### src/rtl/lsu_dmem_if_if.sv
// Request/response handshake bundle between the execute stage and the LSU.
interface lsu_dmem_if_if;
  logic        req_valid;
  logic        req_ready;
  logic        req_we;
  logic [2:0]  req_funct3;
  logic [31:0] req_addr;
  logic [31:0] req_wdata;
  logic        rsp_valid;
  logic        rsp_ready;
  logic [31:0] rsp_rdata;
  logic        rsp_err;

  modport master (
    output req_valid, req_we, req_funct3, req_addr, req_wdata, rsp_ready,
    input  req_ready, rsp_valid, rsp_rdata, rsp_err
  );

  modport slave (
    input  req_valid, req_we, req_funct3, req_addr, req_wdata, rsp_ready,
    output req_ready, rsp_valid, rsp_rdata, rsp_err
  );
endinterface

### src/rtl/lsu_dmem_if.sv
// Single-outstanding load/store initiator: checks legality, drives one memory
// access cycle, returns data/error over a response handshake, counts events.
module lsu_dmem_if #(
  parameter int unsigned MEM_BYTES = 4096
) (
  input  logic               CLK,
  input  logic               RST,
  lsu_dmem_if_if.slave       bus,
  output logic [31:0]        mem_addr,
  output logic [31:0]        mem_wdata,
  output logic [2:0]         mem_ctrl,
  output logic               mem_wen,
  input  logic [31:0]        mem_rdata,
  output logic [31:0]        cnt_load,
  output logic [31:0]        cnt_store,
  output logic [31:0]        cnt_err
);

  typedef enum logic [1:0] {IDLE, ACCESS, RESP} state_t;

  state_t      state_q, state_d;
  logic        we_q;
  logic [2:0]  f3_q;
  logic [31:0] addr_q;
  logic [31:0] wdata_q;
  logic [31:0] rdata_q;
  logic        err_q;

  logic        f3_bad;
  logic        misaligned;
  logic        out_of_range;
  logic        illegal;
  logic [2:0]  size_m1;
  logic [32:0] last_byte;

  // Range check is done in 33 bits so a request near 2^32 cannot wrap to legal.
  always_comb begin
    if (bus.req_we)
      f3_bad = bus.req_funct3[2] | (bus.req_funct3[1:0] == 2'b11);
    else
      f3_bad = (bus.req_funct3 == 3'b011) | (bus.req_funct3[2:1] == 2'b11);
    size_m1    = 3'd0;
    misaligned = 1'b0;
    case (bus.req_funct3[1:0])
      2'b00: size_m1 = 3'd0;
      2'b01: begin
        size_m1    = 3'd1;
        misaligned = bus.req_addr[0];
      end
      default: begin
        size_m1    = 3'd3;
        misaligned = (bus.req_addr[1:0] != 2'b00);
      end
    endcase
    last_byte    = {1'b0, bus.req_addr} + {30'd0, size_m1};
    out_of_range = last_byte > 33'(MEM_BYTES - 1);
    illegal      = f3_bad | misaligned | out_of_range;
  end

  always_ff @(posedge CLK) begin
    if (RST) state_q <= IDLE;
    else     state_q <= state_d;
  end

  always_comb begin
    state_d = state_q;
    case (state_q)
      IDLE:    if (bus.req_valid) state_d = illegal ? RESP : ACCESS;
      ACCESS:  state_d = RESP;
      RESP:    if (bus.rsp_ready) state_d = IDLE;
      default: state_d = IDLE;
    endcase
  end

  always_ff @(posedge CLK) begin
    if (RST) begin
      we_q      <= 1'b0;
      f3_q      <= 3'b010;
      addr_q    <= '0;
      wdata_q   <= '0;
      rdata_q   <= '0;
      err_q     <= 1'b0;
      cnt_load  <= '0;
      cnt_store <= '0;
      cnt_err   <= '0;
    end else begin
      case (state_q)
        IDLE: begin
          if (bus.req_valid) begin
            we_q    <= bus.req_we;
            f3_q    <= bus.req_funct3;
            addr_q  <= bus.req_addr;
            wdata_q <= bus.req_wdata;
            rdata_q <= '0;
            err_q   <= illegal;
            if (illegal) cnt_err <= cnt_err + 32'd1;
          end
        end
        ACCESS: begin
          rdata_q <= we_q ? '0 : mem_rdata;
          if (we_q) cnt_store <= cnt_store + 32'd1;
          else      cnt_load  <= cnt_load + 32'd1;
        end
        default: ;
      endcase
    end
  end

  // Memory port is idle (word read of address 0) outside the access cycle.
  always_comb begin
    mem_addr  = '0;
    mem_wdata = '0;
    mem_ctrl  = 3'b010;
    mem_wen   = 1'b0;
    if (state_q == ACCESS) begin
      mem_addr  = addr_q;
      mem_wdata = wdata_q;
      mem_ctrl  = f3_q;
      mem_wen   = we_q;
    end
  end

  assign bus.req_ready = (state_q == IDLE);
  assign bus.rsp_valid = (state_q == RESP);
  assign bus.rsp_rdata = rdata_q;
  assign bus.rsp_err   = err_q;

endmodule

### src/flat_wrapper.sv
// flat-port wrapper written by rule: the top's interface ports become plain ports
module lsu_dmem_if_flat 
#(
  parameter int unsigned MEM_BYTES = 4096
)
  (CLK, RST, mem_addr, mem_wdata, mem_ctrl, mem_wen, mem_rdata, cnt_load, cnt_store, cnt_err, bus_req_valid, bus_req_we, bus_req_funct3, bus_req_addr, bus_req_wdata, bus_rsp_ready, bus_req_ready, bus_rsp_valid, bus_rsp_rdata, bus_rsp_err);
  lsu_dmem_if_if bus_i ();
  input  logic CLK;
  input  logic RST;
  output logic [31:0] mem_addr;
  output logic [31:0] mem_wdata;
  output logic [2:0] mem_ctrl;
  output logic mem_wen;
  input  logic [31:0] mem_rdata;
  output logic [31:0] cnt_load;
  output logic [31:0] cnt_store;
  output logic [31:0] cnt_err;
  input wire logic [$bits(bus_i.req_valid)-1:0] bus_req_valid;
  input wire logic [$bits(bus_i.req_we)-1:0] bus_req_we;
  input wire logic [$bits(bus_i.req_funct3)-1:0] bus_req_funct3;
  input wire logic [$bits(bus_i.req_addr)-1:0] bus_req_addr;
  input wire logic [$bits(bus_i.req_wdata)-1:0] bus_req_wdata;
  input wire logic [$bits(bus_i.rsp_ready)-1:0] bus_rsp_ready;
  output wire logic [$bits(bus_i.req_ready)-1:0] bus_req_ready;
  output wire logic [$bits(bus_i.rsp_valid)-1:0] bus_rsp_valid;
  output wire logic [$bits(bus_i.rsp_rdata)-1:0] bus_rsp_rdata;
  output wire logic [$bits(bus_i.rsp_err)-1:0] bus_rsp_err;
  assign bus_i.req_valid = bus_req_valid;
  assign bus_i.req_we = bus_req_we;
  assign bus_i.req_funct3 = bus_req_funct3;
  assign bus_i.req_addr = bus_req_addr;
  assign bus_i.req_wdata = bus_req_wdata;
  assign bus_i.rsp_ready = bus_rsp_ready;
  assign bus_req_ready = bus_i.req_ready;
  assign bus_rsp_valid = bus_i.rsp_valid;
  assign bus_rsp_rdata = bus_i.rsp_rdata;
  assign bus_rsp_err = bus_i.rsp_err;
  lsu_dmem_if #(.MEM_BYTES(MEM_BYTES)) u_core (.CLK(CLK), .RST(RST), .bus(bus_i), .mem_addr(mem_addr), .mem_wdata(mem_wdata), .mem_ctrl(mem_ctrl), .mem_wen(mem_wen), .mem_rdata(mem_rdata), .cnt_load(cnt_load), .cnt_store(cnt_store), .cnt_err(cnt_err));
endmodule
### config.mk
export PLATFORM = sky130hd
export DESIGN_NAME = lsu_dmem_if_flat
export DESIGN_NICKNAME = d
export VERILOG_FILES = /design/src/rtl/lsu_dmem_if_if.sv /design/src/rtl/lsu_dmem_if.sv /design/src/flat_wrapper.sv
export SDC_FILE = /design/constraint.sdc
export NUM_CORES = 1
export LEC_CHECK = 0
export ABC_AREA = 1
export ABC_CLOCK_PERIOD_IN_PS = 7000
export CAP_MARGIN = 20
export CORE_UTILIZATION = 40
export DETAILED_ROUTE_END_ITERATION = 10
export PLACE_DENSITY_LB_ADDON = 0.2
export SLEW_MARGIN = 0
export SYNTH_ARGS = -nofsm -noshare
export SYNTH_HDL_FRONTEND = slang
export SYNTH_SLANG_ARGS = --single-unit
export TNS_END_PERCENT = 30
### constraint.sdc
create_clock -name CLK -period 7 [get_ports CLK]
set_input_delay 0.7 -clock CLK [delete_from_list [all_inputs] [get_ports CLK]]
set_output_delay 0.7 -clock CLK [all_outputs]
set_load 0.01 [all_outputs]
**After elaboration in Yosys (flattened, before gate mapping)**

Index checks and enable logic that the tools add are counted.

- Bits in registers: 199
- Bits of input ports: 104
- Output and inout port bits: 199
- Logic and storage cells: 52

- $add $sub $neg: 4
- Order comparisons: 1
- Eq/ne operators: 8
- Muxes and demuxes: 14
- Bitwise gates (word level): 5
- Reduce and logical (&&, ||, !) cells: 10

Operators by type and width:

| kind | count |
|---|---|
| 32-bit 2-to-1 mux | 4 |
| 32-bit by 1-bit adder with 32-bit output (second input constant) | 3 |
| 32-bit case mux with 2 select lines | 1 |
| 32-bit by 2-bit adder with 33-bit output | 1 |
| 33-bit by 12-bit > comparator with 1-bit output (second input constant) | 1 |
| 2-bit AND reduction | 5 |
| 2-bit == test (second input constant) | 3 |
| 2-bit 2-to-1 mux | 3 |
| 2-bit case mux with 3 select lines | 1 |
| 2-bit by 1-bit == test with 1-bit output (second input constant) | 2 |
| 2-bit logical NOT | 2 |
| 2-bit inequality test (second input constant) | 2 |
| 1-bit OR | 4 |
| 2-bit case mux with 2 select lines | 1 |
| 2-bit nonzero test | 2 |
| 3-bit by 2-bit == test with 1-bit output (second input constant) | 1 |
| 3-bit 2-to-1 mux | 1 |
| 3-bit AND reduction | 1 |
| 1-bit 2-to-1 mux | 2 |
| 1-bit case mux with 2 select lines | 1 |
| 1-bit inverter | 1 |

**Depth between registers and ports, before layout**

- Word-level depth: 8
- Gate-level depth with buffers: 19
- Depth with buffers taken out: 18

**Least setup slack after synthesis**

Ideal clock, no wire load.

- Path kind: input -> register
- Start: in bus_req_funct3[1]
- End: reg u_core.cnt_err[0]
- Setup time: 0.132 ns
- Data arrival time: 2.585 ns
- Required time: 6.868 ns
- Slack: 4.283 ns
- Stages on the path: 19
- Path buffers: 2
- Cell sequence: inv_1 > nand2_1 > ha_1 > fa_1 > inv_1 > nor2_1 > nand3_2 > nor2_4 > nand2_1 > nor2_2 > nand2_1 > nand2_1 > nand3_1 > nor2_2 > nand2_4 > buf_6 > buf_6 > nand3_1 > a21oi_1

- Longest elaborated chain between the ends: 6
- Elaborated cells on any way between the ends: 15
- Those cells by class: add/sub: 1; order compare: 1; eq/ne: 4; mux: 3; bitwise: 4; reduce/logical: 2

RTL lines:

| element | line | RTL |
|---|---|---|
| start: declaration | flat_wrapper.sv:20 | `input wire logic [$bits(bus_i.req_funct3)-1:0] bus_req_funct3;` |
| 2-bit by 1-bit == test with 1-bit output, or another cell as far along | lsu_dmem_if.sv:44 | `case (bus.req_funct3[1:0])` |
| 2-bit case mux with 2 select lines, or another cell as far along | lsu_dmem_if.sv:44 |  |
| 32-bit by 2-bit adder with 33-bit output / 1-bit 2-to-1 mux (equally long branches) | lsu_dmem_if.sv:55, lsu_dmem_if.sv:38 |  |
| 33-bit by 12-bit > comparator with 1-bit output / 1-bit OR (equally long branches) | lsu_dmem_if.sv:56, lsu_dmem_if.sv:57 |  |
| 1-bit OR (*) | lsu_dmem_if.sv:57 | `illegal = f3_bad \| misaligned \| out_of_range;` |
| 3-bit AND reduction (no line) (*) | n/a |  |
| end signal: assignment | lsu_dmem_if.sv:96 | `if (illegal) cnt_err <= cnt_err + 32'd1;` |
| end: declaration | lsu_dmem_if.sv:16 | `output logic [31:0] cnt_err` |

Every way passes the cells marked *; elsewhere a longest branch is shown, timed or not.
A chain may end at the register's enable or synchronous reset.

**Final worst setup path**

- Start: in bus_req_funct3[1]
- End: reg u_core.cnt_err[24]

Same word-level chain as after synthesis.

==> results.json <==
{
  "setup_viol": 0,
  "layout_commonest_cell": "nand2_1",
  "cts.sinks": 199,
  "ys.flop_type": "dfxtp_1",
  "grt_pass1_vias": 9617,
  "worstSetupPathType": "primary input to flip-flop",
  "synth.distinct_cells": 38,
  "die_area_um2": 26000,
  "combPwrFrac_pct": 9.0,
  "nets": 1897,
  "clockBufferDepth": 2,
  "clkSlewWorstSetupHoldPaths_ps": 70,
  "leakage_nw": 4.92,
  "slew_viol_final": 0,
  "die_h_um": 161,
  "status": "finished, final reports clean",
  "critPathSlowestCell": "clkdlybuf4s50_1",
  "cp_data_required_time_ps": 7350,
  "p_clk_share_pct": 42.4,
  "power_w": 0.00241,
  "timing.fmax_mhz": 298,
  "final_util_pct": 56.8,
  "track_usage_pct": 23.9,
  "grt_max_degree": 110,
  "initial_utilization_pct": 41.2,
  "dr.first_iter.drc_count": 829,
  "hold_class": "flip-flop to flip-flop",
  "crit_top_cell": "nand2_1",
  "place_ws_ps": 3190,
  "internal-power_w": 0.00177,
  "cp-start-kind": "primary input",
  "via_per_inst": 5.01,
  "seq_area_frac_synth_pct": 39.3,
  "setup_ws_ps": 3640,
  "ff2ff_path_depth": 13,
  "r2r-start": "u_core.state_q[0]$_SDFFE_PP0P_",
  "fillers": 2401,
  "power_switching_w": 0.000641,
  "sw_frac_of_total_pct": 26.6,
  "clock_skew_ps": 18.5,
  "num_io_pins": 303,
  "area_growth_pct": 38.0,
  "drcViolationCount": 0,
  "drtAntennaViolNets": 0,
  "synth_top_area_cell": "dfxtp_1",
  "die_w_um": 161,
  "grt_antenna_before_repair": 1,
  "root_buffer": "clkbuf_16",
  "syn_area_um2": 10100,
  "cts_tree": "built",
  "rows": 57,
  "wire_per_inst_um": 14.7,
  "syn_inst": 1522,
  "peakVddDrop_mv": 0.162,
  "clk_latency_ps": 440,
  "maxCapViolations": 0,
  "rsz0062_at_grt": "false",
  "grt_pass1_wl_um": 50100,
  "cpPeakStageDelay_ps": 530,
  "fin_crit_sh_pct": 48.0,
  "cts_setup_buffers": 0,
  "totalWireLength_um": 31300,
  "hold_viol_final": 0,
  "port-buffer-count": 302,
  "htree_num_levels": 4,
  "gr-total-overflow": 0,
  "synth_area_leaders": "dfxtp_1 39%, nand2_1 13%, a21oi_1 8.7%",
  "core_um2": 24600,
  "cp_cell_sequence": "clkdlybuf4s50_1 > inv_1 > nand2_1 > ha_1 > fa_1 > inv_1 > nor2_1 > nand3_2 > nor2_4 > nand2_1 > nor2_2 > nand2_1 > nand2_1 > nand3_1 > nor2_2 > nand2_4 > nand2_8 > nand2_1 > a21oi_1",
  "fin_crit_ps": 3360,
  "tns_ps": 0,
  "slew_headroom_pct": 38.7,
  "hold_buffers": 0,
  "whs_path_depth": 2,
  "cp-end-kind": "flip-flop",
  "synth_edf_count": 0,
  "cts_buffers": 17,
  "cp.arrival_ps": 3710,
  "cp-startpoint": "bus_req_funct3[1]",
  "multi_input_area_um2": 5230,
  "seqCellArea_um2": 3980,
  "final_cell_mix": "340 x nand2_1, 301 x clkdlybuf4s50_1, 199 x dfxtp_1, 193 x nor2_1, 177 x a21oi_1",
  "syn_nets": 1632,
  "ys_async_sr_fraction_pct": 0,
  "hp-start": "u_core.wdata_q[23]$_SDFFE_PP0P_",
  "worstMarginPinSlew_ps": 920,
  "yosysWarnings": 0,
  "drive_above_1_share_pct": 4.78,
  "via_count": 10642,
  "synth_area_per_cell_um2": 6.66,
  "critPathMaxFanout": 40,
  "cts_resized": 0,
  "synth_top_area_share_pct": 39.3,
  "gp_congestion": 0.983,
  "place_hpwl_um": 22900,
  "p_per_area_nw_per_um2": 173,
  "ys_seq_elements": 199,
  "dr.pass1.iters": 5,
  "seq_power_share_pct": 48.6
}
## power by group through the flow
stage | Clock [W] | Combinational, W | Sequential, W
finish | 0.00102 | 0.000217 | 0.00117
global route | 0.00110 | 0.000243 | 0.00118
CTS | 0.00105 | 0.000216 | 0.00117
detailed placement | 0 | 0.000215 | 0.00120
global placement | 0 | 0.000212 | 0.00120
floorplan | 0 | 0.000114 | 0.00120
## synthesized netlist by cell type, types with 3 or more instances
cell type	count
nor2_2	19
nor2_4	5
nand3b_1	4
nor4_1	21
nand2_1	341
nor3_2	3
nand3_1	80
nand2_2	5
o21ai_0	95
a21oi_1	177
clkbuf_1	49
nor3b_1	3
nor3_1	36
xnor2_1	20
ha_1	5
inv_1	173
xor2_1	24
dfxtp_1	199
nand4_1	30
o21a_1	7
nor2_1	194
o21ba_2	3
buf_6	4
buf_1	7
## per-stage QoR
step	std cells	hold slack, ps	cell area (um2)
floorplan	1522	430	10100
global placement	2091	440	13300
detailed placement	2091	444	13300
CTS	2122	456	14000
global route	2123	474	14000
finish	2124	454	14000
## critical path, delay by kind of cell
kind                       cells  cell delay (ps)
AOI/OAI and AO/OA              1              120
adders and majority gates      2              430
buffers and inverters          3              690
and+or+nand+nor               13             1740
## flip-flops by register name, indices dropped and copies added (netlist names)
name and cells:
u_core.bus.rsp_err 1, u_core.we_q 1, u_core.cnt_err 32, u_core.cnt_store 32, u_core.wdata_q 32, u_core.bus.rsp_rdata 32, u_core.f3_q 3, u_core.addr_q 32
u_core.state_q 2, u_core.cnt_load 32
## layer usage
layer	global-route usage [%]	vias up	share of wire (%)	wire [um]
li1	-	5434	-	-
met1	32.9	4872	46	14500
met2	38.0	298	46	14400
met3	4.57	38	5.6	1760
met4	6.60	0	1.8	557
met5	0	-	0	0
## kinds of logic (layout without fill, tap and decap cells)
kind of cell | Yosys count | count (layout) | share of synthesized area, %
and+or+nand+nor | 749 | 749 | 32.4
AOI/OAI and AO/OA | 285 | 285 | 14.4
buffers and inverters | 239 | 516 | 9.21
DFF | 199 | 199 | 39.3
xor gates and xnor gates | 44 | 44 | 3.80
adders and majority gates | 6 | 6 | 0.815
other | 0 | 1 | 0
## worst paths after layout
check / to / slack, ps
worst max-delay path: u_core.cnt_err[24]$_SDFFE_PP0P_ / 3640
worst min-delay path: u_core.wdata_q[23]$_SDFFE_PP0P_ / 450
worst max register to register: u_core.cnt_load[19]$_SDFFE_PP0P_ / 4280
worst min register to register: u_core.wdata_q[23]$_SDFFE_PP0P_ / 450
## area by class of cell
class	count	area share, %
multi-input combinational	1084	37.4
sequential	199	28.5
timing repair buffer	309	22.1
inverter	176	4.72
clock buffer	17	3.04
tap	324	2.90
clock inverter	14	1.32
antenna	1	0.0179
(Power assumes the default switching activity.)
